===== config.mk =====
export PLATFORM = sky130hd
export DESIGN_NAME = magnetron_control
export DESIGN_NICKNAME = d
export VERILOG_FILES = /design/src/rtl/magnetron_control_pkg.sv /design/src/rtl/magnetron_control_input_conditioner.sv /design/src/rtl/magnetron_control.sv
export SDC_FILE = /design/constraint.sdc
export NUM_CORES = 1
export LEC_CHECK = 0
export ABC_CLOCK_PERIOD_IN_PS = 900
export CORE_AREA = 2 2 39 41
export CTS_BUF_LIST = sky130_fd_sc_hd__clkbuf_16
export DETAILED_ROUTE_END_ITERATION = 16
export DIE_AREA = 0 0 41 43
export HOLD_SLACK_MARGIN = 0.08
export SYNTH_ARGS = -nofsm -noshare
export SYNTH_HDL_FRONTEND = slang
export SYNTH_SLANG_ARGS = --single-unit

===== constraint.sdc =====
create_clock -name clk -period 0.9 [get_ports clk]
set_input_delay 0.18 -clock clk [delete_from_list [all_inputs] [get_ports clk]]
set_output_delay 0.18 -clock clk [all_outputs]
set_load 0.01 [all_outputs]

===== src/rtl/magnetron_control_pkg.sv =====
// Shared definitions for the magnetron enable controller: state encoding and
// the levels every conditioned input returns to while reset is asserted.
package magnetron_control_pkg;

   typedef enum logic {
      IDLE = 1'b0,
      COOK = 1'b1
   } state_t;

   localparam logic BUTTON_INACTIVE = 1'b1;
   localparam logic DOOR_INACTIVE   = 1'b0;
   localparam logic TIMER_INACTIVE  = 1'b0;

endpackage


===== src/rtl/magnetron_control_input_conditioner.sv =====
// Multi-stage synchronizer for one asynchronous input, followed by an optional
// debounce filter that accepts a new level only after it has been stable long enough.
module input_conditioner #(
   parameter int   SYNC_STAGES     = 2,
   parameter int   DEBOUNCE_CYCLES = 0,
   parameter logic RESET_LEVEL     = 1'b1
) (
   input  logic clk,
   input  logic reset,
   input  logic raw,
   output logic level
);

   logic [SYNC_STAGES-1:0] sync;

   always_ff @(posedge clk or posedge reset) begin
      if (reset) sync <= {SYNC_STAGES{RESET_LEVEL}};
      else       sync <= {sync[SYNC_STAGES-2:0], raw};
   end

   generate
      if (DEBOUNCE_CYCLES == 0) begin : g_bypass
         assign level = sync[SYNC_STAGES-1];
      end else begin : g_debounce
         localparam int CW = (DEBOUNCE_CYCLES > 1) ? $clog2(DEBOUNCE_CYCLES) : 1;
         localparam logic [CW-1:0] RELOAD = CW'(DEBOUNCE_CYCLES - 1);

         logic [CW-1:0] count;
         logic          accepted;

         // Down-counter reloads on any cycle the synchronized level agrees with
         // the accepted one, so a single bounce restarts the stability window.
         always_ff @(posedge clk or posedge reset) begin
            if (reset) begin
               count    <= RELOAD;
               accepted <= RESET_LEVEL;
            end else if (sync[SYNC_STAGES-1] == accepted) begin
               count    <= RELOAD;
            end else if (count == '0) begin
               accepted <= sync[SYNC_STAGES-1];
               count    <= RELOAD;
            end else begin
               count    <= count - 1'b1;
            end
         end

         assign level = accepted;
      end
   endgenerate

endmodule


===== src/rtl/magnetron_control.sv =====
// Magnetron enable controller: conditions the panel/interlock inputs and runs a
// two-state cook FSM whose state register directly drives mag_on.
//
// state | meaning
// IDLE  | magnetron off, waiting for a start press with no stop cause
// COOK  | magnetron on until any stop cause appears
module magnetron_control
   import magnetron_control_pkg::*;
#(
   parameter int SYNC_STAGES     = 2,
   parameter int DEBOUNCE_CYCLES = 0
) (
   input  logic clk,
   input  logic reset,
   input  logic startn,
   input  logic stopn,
   input  logic clearn,
   input  logic door_closed,
   input  logic timer_done,
   output logic mag_on
);

   logic start_level, stop_level, clear_level, door_level, timer_level;
   logic start_prev, start_event, stop_cond;
   state_t state, state_next;

   input_conditioner #(.SYNC_STAGES(SYNC_STAGES), .DEBOUNCE_CYCLES(DEBOUNCE_CYCLES),
                       .RESET_LEVEL(BUTTON_INACTIVE))
      u_start (.clk(clk), .reset(reset), .raw(startn), .level(start_level));

   input_conditioner #(.SYNC_STAGES(SYNC_STAGES), .DEBOUNCE_CYCLES(DEBOUNCE_CYCLES),
                       .RESET_LEVEL(BUTTON_INACTIVE))
      u_stop (.clk(clk), .reset(reset), .raw(stopn), .level(stop_level));

   input_conditioner #(.SYNC_STAGES(SYNC_STAGES), .DEBOUNCE_CYCLES(DEBOUNCE_CYCLES),
                       .RESET_LEVEL(BUTTON_INACTIVE))
      u_clear (.clk(clk), .reset(reset), .raw(clearn), .level(clear_level));

   // Interlock inputs skip the debounce so a door opening stops cooking fastest.
   input_conditioner #(.SYNC_STAGES(SYNC_STAGES), .DEBOUNCE_CYCLES(0),
                       .RESET_LEVEL(DOOR_INACTIVE))
      u_door (.clk(clk), .reset(reset), .raw(door_closed), .level(door_level));

   input_conditioner #(.SYNC_STAGES(SYNC_STAGES), .DEBOUNCE_CYCLES(0),
                       .RESET_LEVEL(TIMER_INACTIVE))
      u_timer (.clk(clk), .reset(reset), .raw(timer_done), .level(timer_level));

   always_ff @(posedge clk or posedge reset) begin
      if (reset) start_prev <= BUTTON_INACTIVE;
      else       start_prev <= start_level;
   end

   assign start_event = start_prev & ~start_level;
   assign stop_cond   = ~stop_level | ~clear_level | ~door_level | timer_level;

   always_ff @(posedge clk or posedge reset) begin
      if (reset) state <= IDLE;
      else       state <= state_next;
   end

   always_comb begin
      state_next = state;
      case (state)
         IDLE: if (start_event && !stop_cond) state_next = COOK;
         COOK: if (stop_cond)                 state_next = IDLE;
         default:                             state_next = IDLE;
      endcase
   end

   assign mag_on = (state == COOK);

endmodule


==> results of run 1 <==
==> Yosys cell counts, drive strengths merged <==
cell type / count / area [um2]
a21oi: 1 / 5.00
dfrtp: 5 / 125
dfstp: 7 / 184
inv: 2 / 7.51
nand2b: 1 / 6.26
nand4b: 1 / 8.76
==> cell type report <==
class / instances / area [um2] / area share [%]
clock buffers: 3 / 75.1 / 14.4
clock inverters: 1 / 3.75 / 0.721
inverters: 2 / 7.51 / 1.44
multi-input cells: 3 / 20.0 / 3.85
flip-flops and latches: 12 / 309 / 59.4
well taps: 16 / 20.0 / 3.85
repair buffers: 8 / 85.1 / 16.3
==> flip-flops by register name (all words and copies together) (netlist names) <==
name          flops
u_clear.sync      2
u_door.sync       2
u_start.sync      2
u_stop.sync       2
u_timer.sync      2
mag_on            1
start_prev        1
==> kinds of logic after synthesis <==
| group | share of synthesized area [%] |
|---|---|
| flip-flops | 91.8 |
| AND/OR/NAND/NOR | 4.46 |
| buffers and inverters | 2.23 |
| AO/OA/AOI/OAI | 1.49 |
==> layout by cell type (no fill, tap or decap), drive strengths merged <==
| master | netlist | routed |
|---|---|---|
| clkdlybuf4s50 | 0 | 6 |
| dfrtp | 5 | 5 |
| nand2b | 1 | 1 |
| clkinv | 0 | 1 |
| dfstp | 7 | 7 |
| clkbuf | 0 | 3 |
| a21oi | 1 | 1 |
| nand4b | 1 | 1 |
| buf | 0 | 2 |
| inv | 2 | 2 |
==> power by group through the flow <==
stage          Clock (mW)  Combinational (mW)  Sequential, mW
2_1_floorplan           0              0.0112           0.591
3_3_place_gp            0              0.0495           0.592
3_5_place_dp            0              0.0517           0.594
4_1_cts             0.805              0.0514           0.588
5_1_grt             0.838              0.0558           0.588
6_report            0.784              0.0498           0.587
==> worst min-delay path: stages <==
cell and delay, ns:
sky130_fd_sc_hd__clkdlybuf4s50_1 0.40, sky130_fd_sc_hd__inv_1 0.09, sky130_fd_sc_hd__buf_12 0.14
==> worst paths after layout <==
check | startpoint | end | slack, ns | cells past startpoint
setup reg to reg | u_clear.sync[1] | mag_on | 0.09 | 2
hold reg to reg | u_door.sync[0] | u_door.sync[1] | 0.34 | 0
max in group asynchronous | reset | u_clear.sync[0] | 0.45 | 3
min in group clk | u_door.sync[0] | u_door.sync[1] | 0.34 | 0
setup / recovery | mag_on | mag_on | -0.02 | 1
hold / removal | reset | u_timer.sync[1] | 0.25 | 3
==> stage by stage <==
stage | setup TNS (ns) | std cells | power (mW) | util, %
after floorplan | 0 | 17 | 0.602 | -
after global placement | -0.128 | 41 | 0.641 | 32.3
after detailed placement | -0.145 | 41 | 0.646 | 32.3
after CTS | -0.0303 | 45 | 1.44 | 37.6
after global routing | -0.0394 | 45 | 1.48 | 37.6
final | -0.0159 | 45 | 1.42 | 37.6
==> layer usage <==
layer | GRT usage [%] | up-vias
met5 | 0 | -
met4 | 10.0 | 0
met3 | 6.28 | 4
met2 | 8.13 | 12
met1 | 7.24 | 79
li1 | - | 75
==> out/metrics.sh, run 1 <==
RUN_STATUS='complete, but fails checks'
FAILED_CHECKS='setup timing'
ROWS=14
CLOCK-ROOT-BUFFER='sky130_fd_sc_hd__clkbuf_16'
START_UTIL_PCT=24.3
CLOCK_POWER_SHARE_PCT=55.2
DESIGN.DIE.AREA_MM2=0.00176
DRT-INITIAL-DRC-COUNT=0
TIMING.SETUP.CRITICAL_PATH_CLASS='flop to output pin'
WORSTSETUPENDPOINTTYPE='output pin'
GRT_REMAINING_OVERFLOW=0
GRT_USAGE_PCT=7.59
CLOCK_LATENCY_NS=0.24
CRITICAL_PATH.MAX_STAGE_DELAY_NS=0.37
AREA_GROWTH_PCT=54.6
DETAIL_ROUTE.WIRELENGTH.MET1_UM=134
PATH_DELAY_FAMILY='flip-flops'
FMAXACHIEVABLE_MHz=1090
SYNTH_WARN=0
FINAL-SETUP-VIOL-COUNT=1
PIN_COUNT_OF_THE_BIGGEST_NET_ENTERING_GLOBAL_ROUTING=13
DETAILEDPLACEMENTHPWL_UM=307
MAXSLEWVIOLCOUNT=0
POST_ROUTE_CELLS_DRIVE_ABOVE_1_SHARE_PCT=41.4
TRITONCTS.NUM_BUFFERS=3
GRT_SETUP_UNREPAIRED='yes'
CLOCK-SINKS=12
DIEHEIGHT_UM=43
ANTENNA_VIOLATING_NETS_LEFT=0
POWER.SEQUENTIAL.FRACTION_PCT=41.3
PLACE_WORST_SETUP_SLACK_NS=-0.145
CTS_BUFFER_DEPTH=2
FIRST_GLOBAL_VIAS=188
MET3WIRELENGTH_UM=48
HOLD_PATH.CLASS='primary input to asynchronous set/reset pin'
NET-SWITCHING-POWER_mW=0.225
CELLINTERNALPOWER_mW=1.20
YS_TYPES=6
DR_DRC_COUNT=0
FIN_NETS=37
CRITICAL_PATH.CELL_CHAIN='buf_2'
HTREE_LEVELS=1
MAPPEDNETLISTAREA_UM2=337
YOSYS_REGISTER_BITS=12
CELLPOWERDENSITY_mW_PER_MM2=2730
LAYOUT_MIN_CYCLE_TIME_NS=0.916
DETAILED_PLACE.AREA_UM2=447
STARTPOINT_TYPE='flop'
COREAREA_MM2=0.00138
IR_WORST_VDD_V=0.00172
NUM-FILL-CELLS=129
WORST_PATH_MAX_DELAY_CELL='sky130_fd_sc_hd__dfrtp_1'
SETUP_SLACK_NS=-0.0159
CTS_TREE='yes'
POSTSYNTHAREAPERCELL_UM2=19.8
GLOBAL_ROUTE_WIRE_LENGTH_BEFORE_REPAIR_UM=710
POWER.SHARE.SWITCHING_PCT=15.8
MAX_SLEW_MARGIN_PCT=92.7
DR.PASS1.ITERS=1
CTS_HOLD_BUF=0
ROUTE.VIAS.TOTAL=170
WORSTPATHARRIVAL_NS=0.74
DIE_WIDTH_UM=41
CP_DATA_REQUIRED_TIME_NS=0.72
CTS_SETUP_BUFFERS=0
TOP_LEVEL_PORTS=8
MAX-CAP-VIOLATIONS=0
SYNTH.YOSYS.SEQ_AREA_SHARE_PCT=91.8
POST_CTS.RESIZED_INSTANCES=4
POWER.LEAKAGE_nW=0.221
FINAL_DESIGN_AREA_NO_FILL_UM2=520
AVGVIACOUNTPERCELL=3.78
ROUTED_WIRE_LENGTH_PER_INSTANCE_UM=9.09
FINAL-HOLD-VIOLATION-COUNT=0
PLACE_CONGESTION=0.603
FINALCLOCKSKEW_NS=0.00235
FINAL.HOLD.WORST_SLACK_NS=0.251
TIMING.FINAL.CRIT_SHARE_PCT=102
NUMBER_OF_BUFFERS_AND_INVERTERS_ON_THE_CRITICAL_PATH=1
ANTENNADIODECOUNT=0
ANTENNA_FOUND_INITIAL=0
SYN-NUM-NETS=24
CLK_PIN_SLEW_NS=0.04
PWR-SHARE-COMB_PCT=3.5
DR.MAX_LAYER_USED='met4'
WORST_PIN_SLEW_NS=0.110
WL_MET2_UM=202
POSTROUTEWIRELENGTH_UM=409
TIMING.CRITICAL_PATH.FANOUT_MAX=2
NETLIST_INSTANCES=17
NUMPORTBUFFERS=7
No activity file was read; power rests on OpenSTA's default activity.
==> inputs of run 2 (changes only) <==
--- a/config.mk
+++ b/config.mk
@@ -14,3 +14,4 @@
 export SYNTH_ARGS = -nofsm -noshare
 export SYNTH_HDL_FRONTEND = slang
 export SYNTH_SLANG_ARGS = --single-unit
+export TNS_END_PERCENT = 10
==> results of run 2 <==
No change in the layout: final DEF, timing and power equal those of run 1.
